$ cat config.mk
export PLATFORM = sky130hd
export DESIGN_NAME = token_ctrl_multi
export DESIGN_NICKNAME = d
export VERILOG_FILES = /design/src/rtl/token_ctrl_multi_pkg.sv /design/src/rtl/token_ctrl_ch.sv /design/src/rtl/token_ctrl_multi.sv
export SDC_FILE = /design/constraint.sdc
export NUM_CORES = 1
export LEC_CHECK = 0
export ABC_AREA = 1
export BUFFER_PORTS_ARGS = -buffer_cell sky130_fd_sc_hd__buf_2
export CELL_PAD_IN_SITES_DETAIL_PLACEMENT = 1
export CELL_PAD_IN_SITES_GLOBAL_PLACEMENT = 2
export CORE_MARGIN = 2
export CORE_UTILIZATION = 29
export CTS_BUF_LIST = sky130_fd_sc_hd__clkbuf_8
export DETAILED_ROUTE_END_ITERATION = 12
export GPL_TIMING_DRIVEN = 0
export PLACE_DENSITY = 0.78
export SLEW_MARGIN = 20
export SYNTH_ARGS = -nofsm -noshare
export SYNTH_HDL_FRONTEND = slang
export SYNTH_SLANG_ARGS = --single-unit
$ cat constraint.sdc
create_clock -name clk -period 1.3 [get_ports clk]
set_input_delay 0 -clock clk [delete_from_list [all_inputs] [get_ports clk]]
set_output_delay 0 -clock clk [all_outputs]
set_load 0.02 [all_outputs]
$ cat src/rtl/token_ctrl_multi_pkg.sv
// Shared definitions for the multi-channel token controller: FSM state codes,
// default parameters and the sizing helper for the per-channel delay/timeout timer.
package token_ctrl_multi_pkg;

  localparam int DEF_CH        = 4;
  localparam int DEF_ERR_DELAY = 2;
  localparam int DEF_SAMPLE_TO = 4;
  localparam int DEF_CNT_W     = 8;

  localparam int STATE_W = 3;

  localparam logic [STATE_W-1:0] ST_IDLE    = 3'd0;
  localparam logic [STATE_W-1:0] ST_CAPTURE = 3'd1;
  localparam logic [STATE_W-1:0] ST_SAMPLE  = 3'd2;
  localparam logic [STATE_W-1:0] ST_RECOVER = 3'd3;
  localparam logic [STATE_W-1:0] ST_SEND    = 3'd4;
  localparam logic [STATE_W-1:0] ST_RTZ     = 3'd5;

  // One timer serves both the SAMPLE timeout and the RECOVER hold, so it must
  // count up to the larger of the two terminal values (value - 1).
  function automatic int tmr_width(input int err_delay, input int sample_to);
    int m;
    m = (err_delay > sample_to) ? err_delay : sample_to;
    return (m < 2) ? 1 : $clog2(m);
  endfunction

endpackage

$ cat src/rtl/token_ctrl_ch.sv
// One channel of the error-resilient token controller: handshake FSM, shared
// delay/timeout timer, sticky dual-rail fault flag and saturating error counter.
module token_ctrl_ch
  import token_ctrl_multi_pkg::*;
#(
  parameter int ERR_DELAY = DEF_ERR_DELAY,
  parameter int SAMPLE_TO = DEF_SAMPLE_TO,
  parameter int CNT_W     = DEF_CNT_W
) (
  input  logic             clk,
  input  logic             rst_n,
  input  logic             lreq_i,
  output logic             lack_o,
  output logic             rreq_o,
  input  logic             rack_i,
  output logic             latch_en_o,
  output logic             sample_o,
  input  logic             err1_i,
  input  logic             err0_i,
  input  logic             err_clr_i,
  output logic [CNT_W-1:0] err_cnt_o,
  output logic             fault_o
);

  localparam int              TW         = tmr_width(ERR_DELAY, SAMPLE_TO);
  localparam logic [TW-1:0]   DELAY_LAST = TW'(ERR_DELAY - 1);
  localparam logic [TW-1:0]   TMO_LAST   = TW'(SAMPLE_TO - 1);

  logic [STATE_W-1:0] state_q, state_d;
  logic [TW-1:0]      tmr_q, tmr_d;
  logic [CNT_W-1:0]   cnt_q, cnt_d;
  logic               lack_q, lack_d;
  logic               fault_q, fault_d;
  logic               err_hit;

  always_comb begin
    // NOTE: every next-state value defaults to its current value first, so no path can infer a latch.
    state_d = state_q;
    tmr_d   = tmr_q;
    err_hit = 1'b0;

    case (state_q)
      ST_IDLE: begin
        if (lreq_i && !lack_q) state_d = ST_CAPTURE;
      end
      ST_CAPTURE: begin
        state_d = ST_SAMPLE;
        tmr_d   = '0;
      end
      ST_SAMPLE: begin
        // A fault freezes the channel here until reset; both-high never resolves.
        if (!fault_q && !(err1_i && err0_i)) begin
          if (err0_i) begin
            state_d = ST_SEND;
          end else if (err1_i || (tmr_q == TMO_LAST)) begin
            state_d = ST_RECOVER;
            tmr_d   = '0;
            err_hit = 1'b1;
          end else begin
            tmr_d = tmr_q + TW'(1);
          end
        end
      end
      ST_RECOVER: begin
        if (tmr_q == DELAY_LAST) state_d = ST_SEND;
        else                     tmr_d   = tmr_q + TW'(1);
      end
      ST_SEND: begin
        if (rack_i) state_d = ST_RTZ;
      end
      ST_RTZ: begin
        if (!rack_i) state_d = ST_IDLE;
      end
      default: state_d = ST_IDLE;
    endcase

    fault_d = fault_q | ((state_q == ST_SAMPLE) & err1_i & err0_i);

    // Left return-to-zero runs independently of the right-side FSM.
    if (!lreq_i)                    lack_d = 1'b0;
    else if (state_q == ST_CAPTURE) lack_d = 1'b1;
    else                            lack_d = lack_q;

    if (err_clr_i)                  cnt_d = '0;
    else if (err_hit && cnt_q != '1) cnt_d = cnt_q + CNT_W'(1);
    else                            cnt_d = cnt_q;
  end

  always_ff @(posedge clk or negedge rst_n) begin
    if (!rst_n) begin
      state_q <= ST_IDLE;
      tmr_q   <= '0;
      cnt_q   <= '0;
      lack_q  <= 1'b0;
      fault_q <= 1'b0;
    end else begin
      // NOTE: non-blocking assignments make every register update from the same pre-edge values.
      state_q <= state_d;
      tmr_q   <= tmr_d;
      cnt_q   <= cnt_d;
      lack_q  <= lack_d;
      fault_q <= fault_d;
    end
  end

  assign lack_o     = lack_q;
  assign rreq_o     = (state_q == ST_SEND);
  assign latch_en_o = (state_q == ST_CAPTURE);
  assign sample_o   = (state_q == ST_SAMPLE);
  assign err_cnt_o  = cnt_q;
  assign fault_o    = fault_q;

endmodule

$ cat src/rtl/token_ctrl_multi.sv
// CH independent token-controller channels; every output is a per-channel slice,
// there is no shared arbitration or combining logic.
module token_ctrl_multi
  import token_ctrl_multi_pkg::*;
#(
  parameter int CH        = DEF_CH,
  parameter int ERR_DELAY = DEF_ERR_DELAY,
  parameter int SAMPLE_TO = DEF_SAMPLE_TO,
  parameter int CNT_W     = DEF_CNT_W
) (
  input  logic                clk,
  input  logic                rst,
  input  logic [CH-1:0]       Lreq,
  output logic [CH-1:0]       Lack,
  output logic [CH-1:0]       Rreq,
  input  logic [CH-1:0]       Rack,
  output logic [CH-1:0]       latch_en,
  output logic [CH-1:0]       sample,
  input  logic [CH-1:0]       Err1,
  input  logic [CH-1:0]       Err0,
  input  logic                err_clr,
  output logic [CH*CNT_W-1:0] err_cnt,
  output logic [CH-1:0]       fault
);

  for (genvar i = 0; i < CH; i++) begin : g_ch
    token_ctrl_ch #(
      .ERR_DELAY (ERR_DELAY),
      .SAMPLE_TO (SAMPLE_TO),
      .CNT_W     (CNT_W)
    ) u_ch (
      .clk        (clk),
      .rst_n      (rst),
      .lreq_i     (Lreq[i]),
      .lack_o     (Lack[i]),
      .rreq_o     (Rreq[i]),
      .rack_i     (Rack[i]),
      .latch_en_o (latch_en[i]),
      .sample_o   (sample[i]),
      .err1_i     (Err1[i]),
      .err0_i     (Err0[i]),
      .err_clr_i  (err_clr),
      .err_cnt_o  (err_cnt[i*CNT_W +: CNT_W]),
      .fault_o    (fault[i])
    );
  end

endmodule

==> flow_metrics.env <==
export IMPL_status="finished with violations"
export IMPL_violations="setup timing"
export IMPL_grt_pass1_wl_um=22200
export IMPL_overflow=0
export IMPL_synth_top_area_share_pct=36.1
export IMPL_die_area_um2=15300
export IMPL_drv_cap=0
export IMPL_crit_buf_inv=3
export IMPL_synth_top_area_cell="dfrtp_1"
export IMPL_worstSetupStartpoint="g_ch[3].u_ch.state_q[1]"
export IMPL_drt_iter0_drc=160
export IMPL_cts_tree="done"
export IMPL_grt_pass1_vias=4712
export IMPL_ys_warn_count=0
export IMPL_criticalPathCategory="reg2reg"
export IMPL_period_minus_slack_ns=1.41
export IMPL_cpMostUsedCell="nand2_1"
export IMPL_dpl_cell_area_um2=4840
export IMPL_setup_viol=32
export IMPL_fp_dieW_um=124
export IMPL_drive_above_1_share_pct=50.4
export IMPL_yosys_top_cells_area="dfrtp_1 (36%), nand2_1 (17%), nand3_1 (10%)"
export IMPL_regArea_um2=1530
export IMPL_initial_core_util_pct=29.9
export IMPL_ir_worst_vdd_uv=687
export IMPL_design_area_um2=6690
export IMPL_cpPeakStageDelay_ns=0.43
export IMPL_worst_setup_path_start_kind="register"
export IMPL_finClkSkew_ns=0.0124
export IMPL_clk_path_buf_depth=2
export IMPL_path_max_fanout=4
export IMPL_drv_slew=0
export IMPL_ys_flop_type="dfrtp_1"
export IMPL_reg2reg_from="g_ch[3].u_ch.state_q[1]"
export IMPL_grt_max_degree=37
export IMPL_gp_congestion=0.784
export IMPL_tightestPinTransition_ns=0.700
export IMPL_final_hold_violation_count=0
export IMPL_wl_per_cell_um=15.1
export IMPL_synth_top_cells_by_count="nand2_1 (184), nand3_1 (83), inv_1 (79)"
export IMPL_area_delta_synth_final_pct=60.6
export IMPL_ios=71
export IMPL_power_total_mw=7.40
export IMPL_max_freq_mhz=708
export IMPL_synth_nets=641
export IMPL_antennaDiodeCount=0
export IMPL_antenna_left=0
export IMPL_core_um2=13900
export IMPL_leakage_nw=3.39
export IMPL_cts_buffers=9
export IMPL_slew_limit_headroom_pct=53.3
export IMPL_clkLatencyLatePin_ns=0.37
export IMPL_htreeDepth=3
export IMPL_layout_nets=815
export IMPL_critPathRequiredTime_ns=1.57
export IMPL_grt_setup_unrepaired="yes"
export IMPL_cp_arrival_ns=1.68
export IMPL_fin_crit_sh_pct=109
export IMPL_fill_cells=1717
export IMPL_worst_slack_ns=-0.112
export IMPL_clk_pin_slew_ns=0.08
export IMPL_synth_seq_area_share_pct=36.1
export IMPL_grt_usage_pct=18.6
export IMPL_worstSetupEndpointType="register"
export IMPL_die_y_um=124
export IMPL_min_path_type="in2reg"
export IMPL_numPortBuffers=70
export IMPL_synth_area_um2=4160
export IMPL_path_delay_family="simple AND/OR/NAND/NOR gates"
export IMPL_crit_slowest_cell="dfrtp_2"
export IMPL_first_pass_iters=4
export IMPL_yosysMostFrequentCell="nand2_1"
export IMPL_crit_chain="buf_12, clkinv_8, nor2_4, buf_4, nand3_2, nand2_1, nor2_2, nand2_1, nand2_1, nand2_1"
export IMPL_hold_start="Err0[2]"
export IMPL_cts_sinks=60
export IMPL_synth_edf_count=0
export IMPL_cts_root_buf="clkbuf_8"
export IMPL_antenna_found_initial=0
export IMPL_avgViaCountPerCell=4.73
export IMPL_synthArstFlopShare_pct=100
export IMPL_drc=0
export IMPL_vias=4588
export IMPL_avgSynthCellArea_um2=6.82
export IMPL_netlist_instances=610
export IMPL_ys_seq_elements=60
export IMPL_synth_distinct_cells=30
export IMPL_multi_input_area_um2=2890
export IMPL_finalWirelength_um=14600
export IMPL_dp_hpwl_um=8960
export IMPL_rows=43
export IMPL_pwr_density_cell_nw_per_um2=1110
flip-flops by register name (all words and copies together), names as in the netlist:
signal,flops
g_ch.u_ch.lack_o,4
g_ch.u_ch.state_q,12
g_ch.u_ch.fault_o,4
g_ch.u_ch.tmr_q,8
g_ch.u_ch.err_cnt_o,32
worst min-delay path: stages:
cell and delay (ns):
buf_2 0.13, o21ai_2 0.07, nand3_2 0.11, o21ai_2 0.07
area by class of cell:
cell class | instances | share of cell area, %
flip-flops and latches | 60 | 22.9
repair buffers | 172 | 20.0
plain buffers | 17 | 1.91
clock buffers | 10 | 2.06
multi-input cells | 437 | 43.2
inverters | 87 | 5.33
clock inverters | 6 | 1.18
well taps | 180 | 3.37
placed cells by master, fill, tap and decap left out, drive strengths merged, types with 8 or more instances in the layout:
cell	count
ha	12
nand3b	8
o21ai	23
dfrtp	60
dlygate4sd3	14
buf	173
nor2	85
a21oi	13
nand2	187
inv	87
nand3	88
clkbuf	12
final timing paths:
| check | endpoint | slack [ns] | cells past startpoint |
|---|---|---|---|
| hold / removal | g_ch[2].u_ch.tmr_q[1] | 0.04 | 4 |
| max in group asynchronous | g_ch[2].u_ch.state_q[2] | 0.63 | 3 |
| hold reg to reg | g_ch[0].u_ch.fault_o | 0.48 | 2 |
| min in group asynchronous | g_ch[3].u_ch.fault_o | 0.10 | 2 |
| setup / recovery | g_ch[3].u_ch.state_q[1] | -0.11 | 10 |
| setup reg to reg | g_ch[3].u_ch.state_q[1] | -0.11 | 10 |
per-stage QoR:
| step | TNS [ns] | hold slack, ns | util [%] | setup WS [ns] | instances |
|---|---|---|---|---|---|
| finish | -0.820 | 0.0399 | 48.0 | -0.112 | 969 |
| global route | -4.85 | 0.0619 | 48.0 | -0.179 | 969 |
| CTS | -0.777 | 0.0585 | 43.1 | -0.0502 | 938 |
| detailed placement | -5.07 | -0.0489 | 34.7 | -0.147 | 861 |
| global placement | -14.08 | 0.262 | 34.6 | -0.278 | 860 |
| floorplan | -0.0240 | -0.296 | - | -0.0101 | 610 |
logic make-up (layout without fill, tap and decap cells):
family | Yosys count | count (layout) | synth area share (%)
simple gates | 371 | 373 | 40.2
fa+ha+maj | 12 | 12 | 3.61
buf+inv | 115 | 292 | 12.5
compound gates | 46 | 46 | 6.40
xor+xnor | 6 | 6 | 1.26
flops | 60 | 60 | 36.1
layer usage:
| metal | wire (µm) | GRT usage (%) |
|---|---|---|
| met3 | 506 | 3.21 |
| met4 | 268 | 6.89 |
| met5 | 0 | 0 |
| met1 | 6270 | 22.4 |
| met2 | 7540 | 33.0 |
power by group:
| part | total, mW | internal [mW] | switching [mW] |
|---|---|---|---|
| clock network | 1.97 | 1.12 | 0.854 |
| logic | 3.23 | 1.48 | 1.75 |
| registers | 2.21 | 2.02 | 0.186 |
repair_timing:
item                                   CTS  global route
setup buffers                           52            35
endpoints found under the hold margin   70             0
hold buffers                            14             0
setup endpoints to repair               62            64
pin swaps                               48            79
cloned                                   2             0
resized for setup                      149           125
(Power assumes the default switching activity.)
